## src/rtl/noc_pkg.sv

```systemverilog
// Shared constants and helpers for the NoC node interface: default flit width,
// error flag bit positions and the credit counter width calculation.
package noc_pkg;

  localparam int FLIT_W_DEFAULT = 20;

  localparam int ERR_EJ_OVF     = 0;
  localparam int ERR_CREDIT_OVF = 1;

  // Wide enough to hold every value from 0 up to and including the credit maximum.
  function automatic int credit_width(input int credits);
    return $clog2(credits + 1);
  endfunction

endpackage

```

## src/rtl/noc_node_interface_if.sv

```systemverilog
// PE-side and router-side handshake bundle of the node interface.
// The slave modport is the NI view; the master modport is the PE/router view.
interface noc_node_interface_if
  import noc_pkg::*;
#(
  parameter int FLIT_W = FLIT_W_DEFAULT
) ();

  logic [FLIT_W-1:0] pe_tx_data;
  logic              pe_tx_valid;
  logic              pe_tx_ready;

  logic [FLIT_W-1:0] pe_rx_data;
  logic              pe_rx_valid;
  logic              pe_rx_ready;

  logic [FLIT_W-1:0] rt_inj_data;
  logic              rt_inj_valid;
  logic              rt_inj_credit;

  logic [FLIT_W-1:0] rt_ej_data;
  logic              rt_ej_valid;
  logic              rt_ej_credit;

  modport slave (
    input  pe_tx_data, pe_tx_valid, pe_rx_ready,
    input  rt_inj_credit, rt_ej_data, rt_ej_valid,
    output pe_tx_ready, pe_rx_data, pe_rx_valid,
    output rt_inj_data, rt_inj_valid, rt_ej_credit
  );

  modport master (
    output pe_tx_data, pe_tx_valid, pe_rx_ready,
    output rt_inj_credit, rt_ej_data, rt_ej_valid,
    input  pe_tx_ready, pe_rx_data, pe_rx_valid,
    input  rt_inj_data, rt_inj_valid, rt_ej_credit
  );

endinterface

```

## src/rtl/noc_sync_fifo.sv

```systemverilog
// First-word fall-through synchronous FIFO using wrap pointers with an extra MSB.
// A push into a full FIFO is taken only when a pop happens in the same cycle.
module noc_sync_fifo #(
  parameter int WIDTH = 20,
  parameter int DEPTH = 4
) (
  input  logic             clk,
  input  logic             rst_n,
  input  logic             push,
  input  logic             pop,
  input  logic [WIDTH-1:0] din,
  output logic [WIDTH-1:0] dout,
  output logic             full,
  output logic             empty
);

  localparam int AW = $clog2(DEPTH);

  logic [WIDTH-1:0] mem [DEPTH];
  logic [AW:0]      wr_ptr;
  logic [AW:0]      rd_ptr;
  logic             do_push;
  logic             do_pop;

  assign empty   = (wr_ptr == rd_ptr);
  assign full    = (wr_ptr[AW] != rd_ptr[AW]) && (wr_ptr[AW-1:0] == rd_ptr[AW-1:0]);
  assign do_pop  = pop && !empty;
  assign do_push = push && (!full || do_pop);
  assign dout    = mem[rd_ptr[AW-1:0]];

  always_ff @(posedge clk or negedge rst_n) begin
    if (!rst_n) begin
      wr_ptr <= '0;
      rd_ptr <= '0;
    end else begin
      if (do_push) wr_ptr <= wr_ptr + (AW+1)'(1);
      if (do_pop)  rd_ptr <= rd_ptr + (AW+1)'(1);
    end
  end

  // Storage needs no reset: empty pointers hide whatever it holds.
  always_ff @(posedge clk) begin
    if (do_push) mem[wr_ptr[AW-1:0]] <= din;
  end

endmodule

```

## src/rtl/noc_node_interface.sv

```systemverilog
// Network interface between a PE and the router local port: buffered, credit-metered
// injection, buffered ejection with per-flit credit return, traffic counters, sticky errors.
module noc_node_interface
  import noc_pkg::*;
#(
  parameter int FLIT_W     = FLIT_W_DEFAULT,
  parameter int INJ_DEPTH  = 4,
  parameter int EJ_DEPTH   = 4,
  parameter int RT_CREDITS = 4,
  parameter int CNT_W      = 16
) (
  input  logic                 clk,
  input  logic                 RST,
  noc_node_interface_if.slave  bus,
  output logic [CNT_W-1:0]     tx_count,
  output logic [CNT_W-1:0]     rx_count,
  output logic [1:0]           err
);

  localparam int             CW         = credit_width(RT_CREDITS);
  localparam logic [CW-1:0]  CREDIT_MAX = CW'(RT_CREDITS);

  logic [CW-1:0]     credits;
  logic [FLIT_W-1:0] inj_dout;
  logic [FLIT_W-1:0] ej_dout;
  logic              inj_full;
  logic              inj_empty;
  logic              ej_full;
  logic              ej_empty;
  logic              send;
  logic              ej_pop;
  logic              ej_accept;
  logic              inj_valid;
  logic [FLIT_W-1:0] inj_data;
  logic              ej_credit;

  assign send      = !inj_empty && (credits != '0);
  assign ej_pop    = !ej_empty && bus.pe_rx_ready;
  assign ej_accept = bus.rt_ej_valid && (!ej_full || ej_pop);

  assign bus.pe_tx_ready  = !inj_full;
  assign bus.pe_rx_valid  = !ej_empty;
  assign bus.pe_rx_data   = ej_dout;
  assign bus.rt_inj_valid = inj_valid;
  assign bus.rt_inj_data  = inj_data;
  assign bus.rt_ej_credit = ej_credit;

  noc_sync_fifo #(.WIDTH(FLIT_W), .DEPTH(INJ_DEPTH)) u_inj_fifo (
    .clk   (clk),
    .rst_n (RST),
    .push  (bus.pe_tx_valid && !inj_full),
    .pop   (send),
    .din   (bus.pe_tx_data),
    .dout  (inj_dout),
    .full  (inj_full),
    .empty (inj_empty)
  );

  noc_sync_fifo #(.WIDTH(FLIT_W), .DEPTH(EJ_DEPTH)) u_ej_fifo (
    .clk   (clk),
    .rst_n (RST),
    .push  (bus.rt_ej_valid),
    .pop   (ej_pop),
    .din   (bus.rt_ej_data),
    .dout  (ej_dout),
    .full  (ej_full),
    .empty (ej_empty)
  );

  // A credit arriving at the maximum is bogus: flag it and leave the count alone.
  always_ff @(posedge clk or negedge RST) begin
    if (!RST) begin
      credits   <= CREDIT_MAX;
      inj_valid <= 1'b0;
      inj_data  <= '0;
      ej_credit <= 1'b0;
      tx_count  <= '0;
      rx_count  <= '0;
      err       <= '0;
    end else begin
      inj_valid <= send;
      ej_credit <= ej_pop;
      if (send) begin
        inj_data <= inj_dout;
        tx_count <= tx_count + CNT_W'(1);
      end
      if (bus.rt_inj_credit && credits == CREDIT_MAX)
        err[ERR_CREDIT_OVF] <= 1'b1;
      else if (bus.rt_inj_credit && !send)
        credits <= credits + CW'(1);
      else if (!bus.rt_inj_credit && send)
        credits <= credits - CW'(1);
      if (ej_accept)
        rx_count <= rx_count + CNT_W'(1);
      if (bus.rt_ej_valid && !ej_accept)
        err[ERR_EJ_OVF] <= 1'b1;
    end
  end

endmodule
```

## src/flat_wrapper.sv

```systemverilog
// flat-port wrapper written by rule: the top's interface ports become plain ports
module noc_node_interface_flat import noc_pkg::*;
#(
  parameter int FLIT_W     = FLIT_W_DEFAULT,
  parameter int INJ_DEPTH  = 4,
  parameter int EJ_DEPTH   = 4,
  parameter int RT_CREDITS = 4,
  parameter int CNT_W      = 16
)
  (clk, RST, tx_count, rx_count, err, bus_pe_tx_data, bus_pe_tx_valid, bus_pe_rx_ready, bus_rt_inj_credit, bus_rt_ej_data, bus_rt_ej_valid, bus_pe_tx_ready, bus_pe_rx_data, bus_pe_rx_valid, bus_rt_inj_data, bus_rt_inj_valid, bus_rt_ej_credit);
  noc_node_interface_if #(.FLIT_W(FLIT_W)) bus_i ();
  input  logic clk;
  input  logic RST;
  output logic [CNT_W-1:0] tx_count;
  output logic [CNT_W-1:0] rx_count;
  output logic [1:0] err;
  input wire logic [$bits(bus_i.pe_tx_data)-1:0] bus_pe_tx_data;
  input wire logic [$bits(bus_i.pe_tx_valid)-1:0] bus_pe_tx_valid;
  input wire logic [$bits(bus_i.pe_rx_ready)-1:0] bus_pe_rx_ready;
  input wire logic [$bits(bus_i.rt_inj_credit)-1:0] bus_rt_inj_credit;
  input wire logic [$bits(bus_i.rt_ej_data)-1:0] bus_rt_ej_data;
  input wire logic [$bits(bus_i.rt_ej_valid)-1:0] bus_rt_ej_valid;
  output wire logic [$bits(bus_i.pe_tx_ready)-1:0] bus_pe_tx_ready;
  output wire logic [$bits(bus_i.pe_rx_data)-1:0] bus_pe_rx_data;
  output wire logic [$bits(bus_i.pe_rx_valid)-1:0] bus_pe_rx_valid;
  output wire logic [$bits(bus_i.rt_inj_data)-1:0] bus_rt_inj_data;
  output wire logic [$bits(bus_i.rt_inj_valid)-1:0] bus_rt_inj_valid;
  output wire logic [$bits(bus_i.rt_ej_credit)-1:0] bus_rt_ej_credit;
  assign bus_i.pe_tx_data = bus_pe_tx_data;
  assign bus_i.pe_tx_valid = bus_pe_tx_valid;
  assign bus_i.pe_rx_ready = bus_pe_rx_ready;
  assign bus_i.rt_inj_credit = bus_rt_inj_credit;
  assign bus_i.rt_ej_data = bus_rt_ej_data;
  assign bus_i.rt_ej_valid = bus_rt_ej_valid;
  assign bus_pe_tx_ready = bus_i.pe_tx_ready;
  assign bus_pe_rx_data = bus_i.pe_rx_data;
  assign bus_pe_rx_valid = bus_i.pe_rx_valid;
  assign bus_rt_inj_data = bus_i.rt_inj_data;
  assign bus_rt_inj_valid = bus_i.rt_inj_valid;
  assign bus_rt_ej_credit = bus_i.rt_ej_credit;
  noc_node_interface #(.FLIT_W(FLIT_W), .INJ_DEPTH(INJ_DEPTH), .EJ_DEPTH(EJ_DEPTH), .RT_CREDITS(RT_CREDITS), .CNT_W(CNT_W)) u_core (.clk(clk), .RST(RST), .bus(bus_i), .tx_count(tx_count), .rx_count(rx_count), .err(err));
endmodule
```

## config.mk

```make
export PLATFORM = sky130hd
export DESIGN_NAME = noc_node_interface_flat
export DESIGN_NICKNAME = d
export VERILOG_FILES = /design/src/rtl/noc_pkg.sv /design/src/rtl/noc_node_interface_if.sv /design/src/rtl/noc_sync_fifo.sv /design/src/rtl/noc_node_interface.sv /design/src/flat_wrapper.sv
export SDC_FILE = /design/constraint.sdc
export NUM_CORES = 1
export LEC_CHECK = 0
export BUFFER_PORTS_ARGS = -buffer_cell sky130_fd_sc_hd__buf_2
export CAP_MARGIN = 20
export CELL_PAD_IN_SITES_DETAIL_PLACEMENT = 1
export CELL_PAD_IN_SITES_GLOBAL_PLACEMENT = 2
export CORE_ASPECT_RATIO = 0.9
export CORE_MARGIN = 4
export CORE_UTILIZATION = 38
export DETAILED_ROUTE_END_ITERATION = 8
export PLACE_DENSITY_LB_ADDON = 0.2
export SLEW_MARGIN = 20
export SYNTH_ARGS = -nofsm -noshare
export SYNTH_HDL_FRONTEND = slang
export SYNTH_SLANG_ARGS = --single-unit
```

## constraint.sdc

```tcl
create_clock -name clk -period 2.1 [get_ports clk]
set_clock_uncertainty 0.1 [all_clocks]
set_input_delay 0.21 -clock clk [delete_from_list [all_inputs] [get_ports clk]]
set_output_delay 0.21 -clock clk [all_outputs]
set_load 0.02 [all_outputs]
```

* Yosys cells after proc, flatten, opt, wreduce, memory -nomap -nowiden
Memory sizes are Yosys's and may differ from the RTL's. A register that Yosys moved wholly into a read port is not among the register bits.
Cells that the tools add are included.
** Cells by class
- Reduce and logical (&&, ||, !) cells :: 28
- Eq/ne operators :: 7
- Mux-type cells :: 6
- Bitwise operators :: 1
- Add/sub/neg operators :: 8
** Operator list (count)
- 16-bit by 1-bit adder with 16-bit output (second input constant) :: 2
- 3-bit by 1-bit adder with 3-bit output (second input constant) :: 5
- 1-bit logical AND :: 14
- 1-bit logical NOT :: 8
- 3-bit equality test :: 2
- 3-bit 2-to-1 mux :: 2
- 2-bit equality test :: 2
- 1-bit 2-to-1 mux :: 4
- 3-bit equality test (second input constant) :: 1
- 1-bit logical OR :: 3
- 3-bit nonzero test :: 1
- 3-bit by 1-bit subtractor with 3-bit output (second input constant) :: 1
- 1-bit inequality test :: 2
- 2-bit AND reduction :: 1
- 2-bit nonzero test :: 1
- 1-bit NOT :: 1
** Storage, ports and cells
- Word-level logic and storage cells :: 63
- Bits in writable memories :: 160
- Memories kept :: 2
- Bits in registers :: 51
** Memory list
- u_core.u_ej_fifo.mem :: words 4, bits a word 20, read ports 1, clocked after Yosys merged registers in 0, wr ports 1, RTL line noc_sync_fifo.sv:19 : logic [WIDTH-1:0] mem [DEPTH];
- u_core.u_inj_fifo.mem :: words 4, bits a word 20, read ports 1, clocked after Yosys merged registers in 1, wr ports 1, RTL line noc_sync_fifo.sv:19

* Longest topological paths before layout
Gate-level depths: netlist of run 1.
- Depth in word-level cells :: 8
- Depth in mapped cells :: 11
- Depth with buffers taken out :: 10

* Cells and area by module
Synthesis of run 1 repeated with hierarchy kept, for this count alone.
** Second synthesis, totals
- Cells, all modules :: 499
- Area total of the unflattened synthesis :: 9213.8 µm²
** Modules (own cells, without submodules)
- noc_sync_fifo :: area an instance 3323.2 µm², sequential area each 2552.4 µm², times used 2, cells an instance 151
- noc_node_interface :: area an instance 2567.5 µm², sequential area each 1477.7 µm², times used 1, cells an instance 197

* Worst setup path before layout of run 1
No wires, ideal clock.
- Path kind :: flip-flop to flip-flop
- Start :: register u_core.u_inj_fifo.wr_ptr[1]
- End :: register u_core.credits[2]
- Data required time :: 1.916 ns
- Setup slack :: -0.153 ns
- Stages on the path, launching flop included :: 11
- Arrival :: 2.070 ns
- Setup time :: 0.084 ns
- Period minus slack after synthesis :: 2.253 ns
- Buffers on the path :: 1
- Cell sequence :: dfrtp_1 -> xnor2_1 -> a31oi_2 -> buf_2 -> inv_1 -> ha_1 -> inv_1 -> fa_1 -> xor2_1 -> a211oi_1 -> a21oi_1
** Between the ends
- Longest elaborated chain between the ends :: 7
- Elaborated cells on any way between the ends :: 9
** Ends and longest elaborated chain
- start, declared :: RTL line noc_sync_fifo.sv:20 : logic [AW:0] wr_ptr;
- start signal, assigned :: RTL line noc_sync_fifo.sv:36 : if (do_push) wr_ptr <= wr_ptr + (AW+1)'(1);
- 3-bit equality test (*) :: RTL line noc_sync_fifo.sv:25 : assign empty = (wr_ptr == rd_ptr);
- 1-bit logical NOT (*) :: RTL line noc_node_interface.sv:37 : assign send = !inj_empty && (credits != '0);
- 1-bit logical AND (*) :: RTL line noc_node_interface.sv:37
- net u_core.send :: RTL line noc_node_interface.sv:30 : logic send;
- 1-bit logical NOT :: RTL line noc_node_interface.sv:89 : else if (bus.rt_inj_credit && !send)
- 1-bit logical AND :: RTL line noc_node_interface.sv:89
- 2-bit nonzero test (no source line)
- 2-bit AND reduction (no source line)
- end signal, assigned :: RTL line noc_node_interface.sv:90 : credits <= credits + CW'(1);
- end signal, assigned :: RTL line noc_node_interface.sv:92 : credits <= credits - CW'(1);
- end, declared :: RTL line noc_node_interface.sv:23 : logic [CW-1:0] credits;
Mark *: on every way through the listed nets, which the timed path passes. The rest lies on a longest branch.
A chain may end at the register's enable or synchronous reset.

* Final worst setup path of run 1
- Start :: register u_core.u_ej_fifo.rd_ptr[0]
- End :: output bus_pe_rx_data[9]
** Between the ends
- Longest elaborated chain between the ends :: 1
** Ends and longest elaborated chain
- start, declared :: RTL line noc_sync_fifo.sv:21 : logic [AW:0] rd_ptr;
- start signal, assigned :: RTL line noc_sync_fifo.sv:37 : if (do_pop) rd_ptr <= rd_ptr + (AW+1)'(1);
- memory 4 x 20 bit
- end, declared :: RTL line flat_wrapper.sv:24 : output wire logic [$bits(bus_i.pe_rx_data)-1:0] bus_pe_rx_data;
No other way between the ends.

==> results.md, run 1 <==
* Status: complete, but fails checks
* Violated checks: negative setup slack
* Core Rows at 53
* H-Tree Level Count at 1
* Post-synthesis register bit count at 231
* Fmax at 451.7 MHz
* Initial antenna violation count at 0
* First-pass GRT wire length at 30.65 mm
* Met2 WL at 9.886 mm
* Met3 WL post-DR at 847 microns
* Int Pwr at 12.68 mW
* Setup CP Type: reg -> out
* Vias in the first global route at 5459
* CTS Sinks at 231
* VDD IR-drop max at 0.001038 V
* Tcrit/Tclk final at 1.054
* CP startpoint kind: register
* Die Area at 26170 sq um
* CTS buffer count at 26
* Yosys warning count at 0
* Cell Area, Synth at 8984 sq um
* Largest net degree at the start of global routing at 41
* Worst Path Required at 1.79 ns
* Count leader, synth: edfxtp_1
* Maximum buffer depth of the clock tree at 3
* Reg2reg end: u_core.credits[2]$_DFFE_PN1P_
* Crit-path cells: clkbuf_16, mux4_2, buf_6
* I/O pin cnt at 124
* R2r worst-path depth at 10
* Residual DRC at 0
* Post-synth cell types at 35
* Max_cap viols at 0
* Final setup violation count at 21
* Skew-Pair Late Insertion Delay at 0.51 ns
* Switching Share at 0.3194
* Crit-path max cell delay at 0.52 ns
* Worst Hold End: u_core.u_inj_fifo.wr_ptr[0]$_DFFE_PN0N_
* CTS root buf: clkbuf_16
* Nets at 746
* Async set-reset flop share out of synthesis at 0.3074
* Initial DRC Count at 261
* Power per cell area at 1572 nW/um^2
* XOR/XNOR share of the synthesized area at 0.04652
* Worst hold path type: in -> reg
* Worst setup margin at -0.1137 ns
* Antenna diode instance count at 0
* Min-delay src: bus_pe_tx_valid
* CP Capture Type: output pin
* Share of the synthesized area in the top cell type at 0.5348
* Core Area at 23340 sq um
* Slew Limit Headroom at 0.6405
* HPWL Detailed at 11.57 mm
* Mapped Nets at 531
* DIE WIDTH at 170.1 microns
* Drt wl/cell at 19.00 microns
* Clk pin slew, worst setup/hold paths at 0.06 ns
* Post-synth EDFFs at 160
* NetSw at 5.951 mW
* RSZ-0062 raised after global routing: true
* Cell taking the most area after synthesis: edfxtp_1
* Actual slew at the worst max-slew pin at 0.5392 ns
* Combinational family with the most area after synthesis: multiplexers
* Fin crit period at 2.214 ns
* Leak pwr at 4.575 nW
* Final RePlAce weighted congestion at 0.7397
* CTS tree: done
* Avg Inst Size Synth at 19.07 sq um
* Simple-gate portion of the synthesized area at 0.04791
* Pins Over Slew Limit at 0
* Clock power share at 0.267
* Via Count at 4939
* PnR Total Power at 18.63 mW
* Buffers on Ports at 123
* Predominant post-synthesis flop cell: edfxtp_1
* Met1 wire length at 8.087 mm
* Worst Path Max Fanout at 5
* Synth top area cells: edfxtp_1, dfrtp_1, mux4_2
* Post-Route WL at 19.15 mm
* Total GRT Usage at 0.1470
* Area growth, synth to finish at 31.95%
* Fraction of layout cells with a size suffix above 1 at 0.4037
* Remaining Overflow, GRT at 0
* Sequential share of power at 0.366
* Top Metal Used: met4
* Data arrival, critical path at 1.90 ns
* Initial Util at 0.3849
* Vias/cell at 4.900
* Synth Area in Compound Gates at 0.01253
* Die H at 153.9 microns
* Sequential element share of the synthesized area at 0.7327
* Final hold violations at 0
* Post-synth top cells: edfxtp_1, dfrtp_1, mux4_2, xnor2_1, mux2_2
* Worst R2R Start: u_core.u_inj_fifo.wr_ptr[1]$_DFFE_PN0N_
* Multiplexer share of the synthesized area at 0.1291
* Comb power frac at 0.367
* Synth Area in Adders at 0.02033
* Hold depth at 5
* Gate Count Post-Synth at 471
* R2R setup slack at 0.07 ns
* TNS Setup at -1.699 ns
* Detailed Routing Iterations Pass 1 at 4
* Count of antenna-violating nets left after detailed routing at 0
* Slowest-stage cell, CP: mux4_2
-- repair_timing --
item | 4_1_cts | 5_1_grt
endpoints found under the setup margin | 22 | 24
pin swaps | 4 | 2
endpoints found under the hold margin | 218 | 0
resized for setup | 20 | 24
gates cloned | 1 | 1
setup buffers | 4 | 2
hold buffers | 44 | 0
-- cell families after synthesis --
group / count (synthesis)
XOR/XNOR: 46
buffers and inverters: 23
multiplexers: 63
flip-flops: 231
AND/OR/NAND/NOR: 82
AO/OA/AOI/OAI: 12
adder cells (fa/ha/maj): 14
-- flip-flops by register name, summed over array words and instances, names as in the netlist --
| register | count |
|---|---|
| u_core.bus.rt_inj_data | 20 |
| u_core.bus.rt_inj_valid | 1 |
| u_core.u_inj_fifo.wr_ptr | 3 |
| u_core.u_inj_fifo.rd_ptr | 3 |
| u_core.err | 2 |
| u_core.tx_count | 16 |
| u_core.credits | 3 |
| u_core.rx_count | 16 |
| u_core.u_ej_fifo.rd_ptr | 3 |
| u_core.u_inj_fifo.mem | 80 |
| u_core.u_ej_fifo.mem | 80 |
| u_core.bus.rt_ej_credit | 1 |
| u_core.u_ej_fifo.wr_ptr | 3 |
-- area by class of cell --
| type | count | area (sq um) |
|---|---|---|
| clock inverters | 19 | 272.8 |
| flip-flops and latches | 231 | 6586 |
| multi-input cells | 217 | 2384 |
| well taps | 302 | 377.9 |
| inverters | 10 | 37.54 |
| clock buffers | 29 | 683.2 |
| repair buffers | 200 | 1513 |
| fillers | 2221 | 11490 |
-- cells in the final DEF, fill, tap and decap left out, types with 2 or more instances in the layout --
cell           netlist  final
a31o_2               2      2
and2_1               9      6
and2_4               0      3
and3_1               5      5
and4_1               3      3
buf_12               0      7
buf_2                9    109
buf_4                0     25
buf_6                0     13
bufinv_16            0      7
clkbuf_1             4      2
clkbuf_16            0     28
clkinv_1             0      3
clkinv_2             0      7
dfrtp_1             70     67
dfrtp_2              0      3
dlygate4sd3_1        0     44
edfxtp_1           160    160
ha_1                13     12
inv_1               10      9
mux2_2              22     22
mux4_2              40     40
nand2_1             19     19
nand3_1             13     13
nand4_1             13     13
nor2_1              12     12
nor4_1               4      4
o21ai_0              3      3
xnor2_1             32     29
xnor2_2              1      3
xor2_1              12     11
xor2_2               1      2
-- routing by layer --
metal  track usage  vias up
met4       0.02966        0
met3       0.02776       26
met1        0.1905     2560
li1              -     2252
met5             0        -
met2        0.2596      101
-- worst max-delay path by stage --
stage,from,to,depth (start not counted)
after CTS,u_core.u_ej_fifo.rd_ptr[0]$_DFFE_PN0P_,bus_pe_rx_data[10],3
after global placement,u_core.credits[0]$_DFFE_PN0P_,u_core.credits[2]$_DFFE_PN1P_,10
after floorplan,u_core.u_inj_fifo.wr_ptr[0]$_DFFE_PN0N_,u_core.credits[2]$_DFFE_PN1P_,10
after detailed placement,u_core.credits[0]$_DFFE_PN0P_,u_core.credits[2]$_DFFE_PN1P_,10
after global routing,u_core.u_ej_fifo.rd_ptr[0]$_DFFE_PN0P_,bus_pe_rx_data[9],3
final,u_core.u_ej_fifo.rd_ptr[0]$_DFFE_PN0P_,bus_pe_rx_data[9],3
-- critical path, delay by kind of cell, from the launching register on --
kind	cells	cell delay [ns]
buffers and inverters	2	0.36
DFF	1	0.51
muxes	1	0.52
-- through the flow --
step / util / std cells / setup slack (ns) / hold WS [ns] / instance area, sq um
after detailed placement: 0.4374 / 908 / -0.09515 / 0.1381 / 10210
after CTS: 0.5028 / 1005 / -0.1575 / 0.1006 / 11740
final: 0.5078 / 1008 / -0.1137 / 0.1187 / 11850
after global placement: 0.4374 / 908 / -0.01192 / 0.1329 / 10210
after global routing: 0.5078 / 1008 / -0.1862 / 0.1233 / 11850
after floorplan: - / 471 / -0.08891 / -0.1856 / 9005
-- power groups by stage --
stage                     sequential, mW  combinational, mW  clock (mW)
final                               6.83               6.83        4.97
after floorplan                     7.22               3.73           0
after detailed placement            6.88               6.29           0
after global routing                6.96               7.41        5.37
after global placement              6.81               6.11           0
after CTS                           6.84               6.70        5.12
No activity file was read; power rests on OpenSTA's default activity.
==> run 2, diff against run 1 <==
Settings changed: BUFFER_PORTS_ARGS -buffer_cell sky130_fd_sc_hd__buf_2 to not set, CORE_UTILIZATION 38 to 42, DONT_BUFFER_PORTS set to 1.
==> run 2 against run 1 <==
Effect of this change:
- the flow still finishes with violations (negative setup slack)
- largest cell class unchanged
- sequential share of layout area grew 4.1 points
- critical path type unchanged
- sequential power is 6.1% higher
- register-to-register slack is essentially flat
- largest power group unchanged
==> results.md, run 2 (synthesized netlist as in run 1, its figures left out) <==
* Vias/cell at 5.126 (+4.6%)
* NetSw at 5.662 mW (-4.9%)
* Worst Path Required at 1.79 ns (about the same)
* CTS Sinks at 231 (unchanged)
* Switching Share at 0.3261 (+0.006634)
* Clock power share at 0.263 (-0.004)
* Drt wl/cell at 20.44 microns (+7.6%)
* CP startpoint kind: register
* Most common cell after layout, fill and taps aside: edfxtp_1
* Nets at 627 (-16%)
* CTS buffer count at 25 (-3.8%)
* Area growth, synth to finish at 22.87%
* Flip-flop and latch area at 6585 sq um (about the same)
* Die Area at 23800 sq um (-9.1%)
* Crit-path cells: xor2_2, buf_4, or3b_4, buf_6
* I/O pin cnt at 124 (unchanged)
* FILL cells at 1948 (-12%)
* Final instance area at 11040 sq um (-6.9%)
* Fraction of layout cells with a size suffix above 1 at 0.2740 (-0.1297)
* Fmax at 467.5 MHz (+3.5%)
* Vias in the first global route at 5014 (-8.2%)
* Placed cells at 773 (-15%)
* Buffers on Ports at 0 (-100%)
* HPWL Detailed at 10.82 mm (-6.5%)
* Highest-count cells in the layout ignoring fill and taps: edfxtp_1, dfrtp_1, dlygate4sd3_1
* Sequential share of power at 0.417 (+0.051)
* Worst setup margin at -0.03916 ns (+0.07456 ns)
* Final setup violation count at 1 (-95%)
* Status: complete, but fails checks
* Count of antenna-violating nets left after detailed routing at 0 (unchanged)
* Slowest-stage cell, CP: dfrtp_2
* Min-delay src: bus_pe_tx_valid
* Post-Route WL at 17.78 mm (-7.1%)
* Placed Area at 9578 sq um (-6.2%)
* First-pass GRT wire length at 28.42 mm (-7.3%)
* Non-Filler Instances at 870 (-14%)
* Comb power frac at 0.319 (-0.048)
* Violated checks: negative setup slack
* Remaining Overflow, GRT at 0 (unchanged)
* Initial antenna violation count at 0 (unchanged)
* Largest net degree at the start of global routing at 72 (+76%)
* Pins Over Slew Limit at 0 (unchanged)
* DIE WIDTH at 162.2 microns (-4.7%)
* PnR Total Power at 17.36 mW (-6.8%)
* Antenna diode instance count at 0 (unchanged)
* CTS tree: done
* Clk pin slew, worst setup/hold paths at 0.06 ns (about the same)
* H-Tree Level Count at 1 (unchanged)
* VDD IR-drop max at 0.0008277 V (-20%)
* Final hold slack at 0.07155 ns (-0.04711 ns)
* Worst R2R Start: u_core.u_ej_fifo.rd_ptr[0]$_DFFE_PN0P_
* Initial Util at 0.4299 (+0.04508)
* Worst hold path type: in -> reg
* Final RePlAce weighted congestion at 0.6928 (-6.3%)
* Final hold violations at 0 (unchanged)
* Maximum buffer depth of the clock tree at 3 (unchanged)
* Origin of the worst setup path: u_core.u_ej_fifo.rd_ptr[0]$_DFFE_PN0P_
* Tcrit/Tclk final at 1.019 (-0.03550)
* Core Area at 20900 sq um (-10%)
* Max_cap viols at 0 (unchanged)
* Worst Path Max Fanout at 3 (-2)
* Crit-path max cell delay at 0.48 ns (-0.04 ns)
* Leak pwr at 4.014 nW (-12%)
* Skew-Pair Late Insertion Delay at 0.50 ns (about the same)
* Residual DRC at 0 (unchanged)
* RSZ-0062 raised after global routing: true
* CP Capture Type: output pin
* Final core utilization at 0.5283 (+0.02044)
* Detailed Routing Iterations Pass 1 at 4 (unchanged)
* Int Pwr at 11.70 mW (-7.7%)
* Power per cell area at 1573 nW/um^2 (about the same)
* Worst slack, placed at 0.01266 ns (+0.1078 ns)
* TNS Setup at -0.03916 ns (+1.660 ns)
* Via Count at 4460 (-9.7%)
* Actual slew at the worst max-slew pin at 0.5653 ns (+0.02611 ns)
* Fin crit period at 2.139 ns (-0.07456 ns)
* Slew Limit Headroom at 0.6231 (-0.01741)
* Area of the multi-input gates at 2349 sq um (-1.5%)
* Data arrival, critical path at 1.83 ns (-0.07 ns)
* Core Rows at 50 (-5.7%)
* CTS root buf: clkbuf_16
* Initial DRC Count at 229 (-12%)
* Total GRT Usage at 0.1520 (+0.004965)
* Setup CP Type: reg -> out
* Die H at 146.7 microns (-4.6%)
-- run 2: cell count changes in the layout (fill, tap and decap cells not counted), moves of 2 or more --
| cell | delta |
|---|---|
| and2_2 | +3 |
| and2_4 | -3 |
| buf_12 | -2 |
| buf_2 | -109 |
| buf_4 | +3 |
| buf_6 | -11 |
| bufinv_16 | -2 |
| clkbuf_16 | -3 |
| clkbuf_8 | +2 |
| clkinv_1 | -2 |
-- run 2: repair_timing --
action,4_1_cts,5_1_grt
resized for setup,8,3
setup endpoints to repair,22,40
gates cloned,1,0
endpoints found under the hold margin,249,0
hold buffers,46,0
setup buffers,3,3
pin swaps,0,3
-- run 2: critical path: cells and delay by family, from the launching register on --
kind                      cells  cell delay, ns
and+or+nand+nor               1            0.38
DFF                           1            0.48
xor gates and xnor gates      1            0.17
buffers and inverters         2            0.30
-- run 2: power by group through the flow --
stage | combinational [mW] | clock (mW) | sequential (mW)
floorplan | 3.73 | 0 | 7.22
global placement | 5.08 | 0 | 7.28
detailed placement | 5.24 | 0 | 7.34
CTS | 5.59 | 4.70 | 7.27
global route | 6.05 | 4.93 | 7.38
finish | 5.55 | 4.57 | 7.25
-- run 2: layout make-up --
type                            count  area share
Clock inverter                     15     0.01904
Inverter                           10    0.003401
Multi-Input combinational cell    217      0.2128
Clock buffer                       29     0.05985
Tap cell                          286     0.03242
Sequential cell                   231      0.5966
Timing Repair Buffer               82     0.07595
-- run 2: layer usage --
layer  vias up  track usage  share of wire
met5         -            0              0
met3        31      0.04208          0.058
met2        98       0.2757           0.53
met4         0      0.03594          0.024
met1      2309       0.1803           0.39
li1       2022            -              -
-- run 2: worst paths after layout --
check	slack (ns)	cells after the start	end
min in group asynchronous	0.17	2	u_core.err[0]$_DFFE_PN0P_
min reg2reg	0.43	1	u_core.u_ej_fifo.wr_ptr[2]$_DFFE_PN0P_
max reg2reg	0.06	6	u_core.rx_count[12]$_DFFE_PN0P_
min	0.07	4	u_core.u_inj_fifo.wr_ptr[0]$_DFFE_PN0N_
max	-0.04	4	bus_pe_rx_valid
max in group asynchronous	1.37	2	u_core.credits[2]$_DFFE_PN1P_
==> run 3, diff against run 2 <==
Settings changed: CELL_PAD_IN_SITES_DETAIL_PLACEMENT 1 to not set, CELL_PAD_IN_SITES_GLOBAL_PLACEMENT 2 to not set, CORE_UTILIZATION 42 to 55.
==> run 3 against run 2 <==
Effect of this change:
- the flow still finishes with violations (negative setup slack)
- die area decreased by 22%
- first-iteration DRC count increased by 5.7%
- non-clock buffer count decreased by 7
- highest routed layer unchanged
==> results.md, run 3 (synthesized netlist as in run 1, its figures left out) <==
* Status: complete, but fails checks
* Violated checks: negative setup slack
* Die H at 129.2 microns (-12%)
* Highest-count cells in the layout ignoring fill and taps: edfxtp_1, dfrtp_1, dlygate4sd3_1
* HPWL Detailed at 9.581 mm (-11%)
* Slowest-stage cell, CP: dfrtp_2
* CTS buffer count at 23 (-8.0%)
* Tcrit/Tclk final at 1.012 (-0.006585)
* Most common cell after layout, fill and taps aside: edfxtp_1
* Reg2reg end: u_core.credits[2]$_DFFE_PN1P_
* CTS root buf: clkbuf_16
* Worst hold path type: in -> reg
* Final hold violations at 0 (unchanged)
* Initial Util at 0.5588 (+0.1289)
* Buffers on Ports at 0 (unchanged)
* I/O pin cnt at 124 (unchanged)
* Largest net degree at the start of global routing at 72 (unchanged)
* RSZ-0062 raised after global routing: true
* Vias/cell at 5.739 (+12%)
* Remaining Overflow, GRT at 0 (unchanged)
* Slew Limit Headroom at 0.6277 (+0.004528)
* DIE WIDTH at 142.7 microns (-12%)
* Power per cell area at 1552 nW/um^2 (-1.3%)
* Core Area at 16080 sq um (-23%)
* VDD IR-drop max at 0.0009066 V (+9.5%)
* Nets at 618 (-1.4%)
* Core Rows at 44 (-12%)
* R2r worst-path depth at 9 (+3)
* Setup CP Type: reg -> out
* H-Tree Level Count at 1 (unchanged)
* Area of the multi-input gates at 2380 sq um (+1.3%)
* Skew-Pair Late Insertion Delay at 0.50 ns (about the same)
* Hold depth at 4 (unchanged)
* Crit-path cells: xor2_2, buf_4, or3b_4, buf_6
* Non-Filler Instances at 781 (-10%)
* Residual DRC at 0 (unchanged)
* Worst R2R Start: u_core.u_inj_fifo.wr_ptr[0]$_DFFE_PN0N_
* Maximum buffer depth of the clock tree at 3 (unchanged)
* Worst Path Required at 1.79 ns (about the same)
* Data arrival, critical path at 1.82 ns (about the same)
* Vias in the first global route at 4598 (-8.3%)
* Initial DRC Count at 242 (+5.7%)
* Fmax at 470.5 MHz (+0.65%)
* Area growth, synth to finish at 20.07%
* Count of antenna-violating nets left after detailed routing at 0 (unchanged)
* Placed cells at 690 (-11%)
* CP Capture Type: output pin
* Drt wl/cell at 20.63 microns (+0.95%)
* CP startpoint kind: register
* Leak pwr at 3.914 nW (-2.5%)
* R2R setup slack at 0.02 ns (-0.04 ns)
* Max_cap viols at 0 (unchanged)
* Worst Hold End: u_core.u_inj_fifo.wr_ptr[0]$_DFFE_PN0N_
* Final setup violation count at 1 (unchanged)
* First-pass GRT wire length at 25.41 mm (-11%)
* Via Count at 4482 (+0.49%)
* Fraction of layout cells with a size suffix above 1 at 0.2578 (-0.01613)
* Actual slew at the worst max-slew pin at 0.5585 ns (-0.006792 ns)
* Flip-flop and latch area at 6584 sq um (about the same)
* Antenna diode instance count at 0 (unchanged)
* Final core utilization at 0.6710 (+0.1427)
* Pins Over Slew Limit at 0 (unchanged)
* Total GRT Usage at 0.1767 (+0.02469)
* Worst setup margin at -0.02533 ns (+0.01383 ns)
* Initial antenna violation count at 0 (unchanged)
* Fin crit period at 2.125 ns (-0.01383 ns)
* Min-delay src: bus_pe_tx_valid
* Clk pin slew, worst setup/hold paths at 0.06 ns (about the same)
* FILL cells at 1055 (-46%)
* Crit-path max cell delay at 0.48 ns (about the same)
* Worst Path Max Fanout at 3 (unchanged)
* Detailed Routing Iterations Pass 1 at 4 (unchanged)
* PnR Total Power at 16.74 mW (-3.6%)
* Die Area at 18450 sq um (-22%)
* Post-Route WL at 16.12 mm (-9.4%)
* Final RePlAce weighted congestion at 0.7951 (+15%)
* CTS Sinks at 231 (unchanged)
* CTS tree: done
[run 3: cell types whose count changed in the layout (fill, tap and decap cells not counted), sizes merged]
cell | before | now
clkbuf | 29 | 27
bufinv | 5 | 4
buf | 37 | 30
[run 3: critical path, delay by kind of cell (launching register included)]
family                    cells  cell delay (ns)
DFF                           1             0.48
xor gates and xnor gates      1             0.17
and+or+nand+nor               1             0.37
buffers and inverters         2             0.30
[run 3: timing repair]
action / CTS / global route
resized for setup: 11 / 6
setup endpoints to repair: 22 / 31
hold endpoints to repair: 249 / 0
hold buffers: 46 / 0
gates cloned: 1 / 0
buffers inserted: 2 / 1
pin swaps: 3 / 1
[run 3: worst max path at each step]
stage / cells after the start / start / slack (ns) / to
after floorplan: 10 / u_core.u_inj_fifo.wr_ptr[0]$_DFFE_PN0N_ / -0.09 / u_core.credits[2]$_DFFE_PN1P_
after CTS: 4 / u_core.u_ej_fifo.rd_ptr[0]$_DFFE_PN0P_ / -0.05 / bus_pe_rx_valid
after global routing: 4 / u_core.u_ej_fifo.rd_ptr[0]$_DFFE_PN0P_ / -0.08 / bus_pe_rx_valid
final: 4 / u_core.u_ej_fifo.rd_ptr[0]$_DFFE_PN0P_ / -0.03 / bus_pe_rx_valid
after global placement: 9 / u_core.u_inj_fifo.rd_ptr[2]$_DFFE_PN0P_ / 0.07 / u_core.credits[2]$_DFFE_PN1P_
after detailed placement: 9 / u_core.u_inj_fifo.wr_ptr[1]$_DFFE_PN0N_ / -0.09 / u_core.credits[2]$_DFFE_PN1P_
[run 3: per-stage QoR]
stage,setup WS (ns),area (sq um),setup TNS [ns],hold WS [ns]
global placement,0.07281,9435,0,-0.1814
finish,-0.02533,10790,-0.02533,0.02609
global route,-0.08337,10790,-0.5401,0.02251
detailed placement,-0.08941,9435,-0.08941,-0.1817
floorplan,-0.08891,9005,-0.1257,-0.1856
CTS,-0.04805,10750,-0.09245,0.01547
[run 3: final cells by class]
| cell class | instances | share of cell area |
|---|---|---|
| clock inverters | 14 | 0.01543 |
| well taps | 207 | 0.02401 |
| repair buffers | 75 | 0.07134 |
| flip-flops and latches | 231 | 0.6104 |
| clock buffers | 27 | 0.05475 |
| inverters | 10 | 0.003480 |
| multi-input cells | 217 | 0.2206 |
[run 3: layer usage]
layer  vias to the layer above  part of all wire  track usage
met5                         -                 0            0
met4                         0             0.022      0.04807
met3                        30             0.070      0.04797
met2                       141              0.51       0.2959
met1                      2299              0.40       0.2321
li1                       2012                 -            -
[run 3: where the power goes]
| part | switching (mW) | total (mW) | internal (mW) | leakage (nW) |
|---|---|---|---|---|
| sequential | 1.11 | 7.29 | 6.18 | 2.33 |
| clock | 1.60 | 4.09 | 2.49 | 0.370 |
| combinational | 2.80 | 5.36 | 2.55 | 1.21 |
| total | 5.51 | 16.7 | 11.2 | 3.91 |
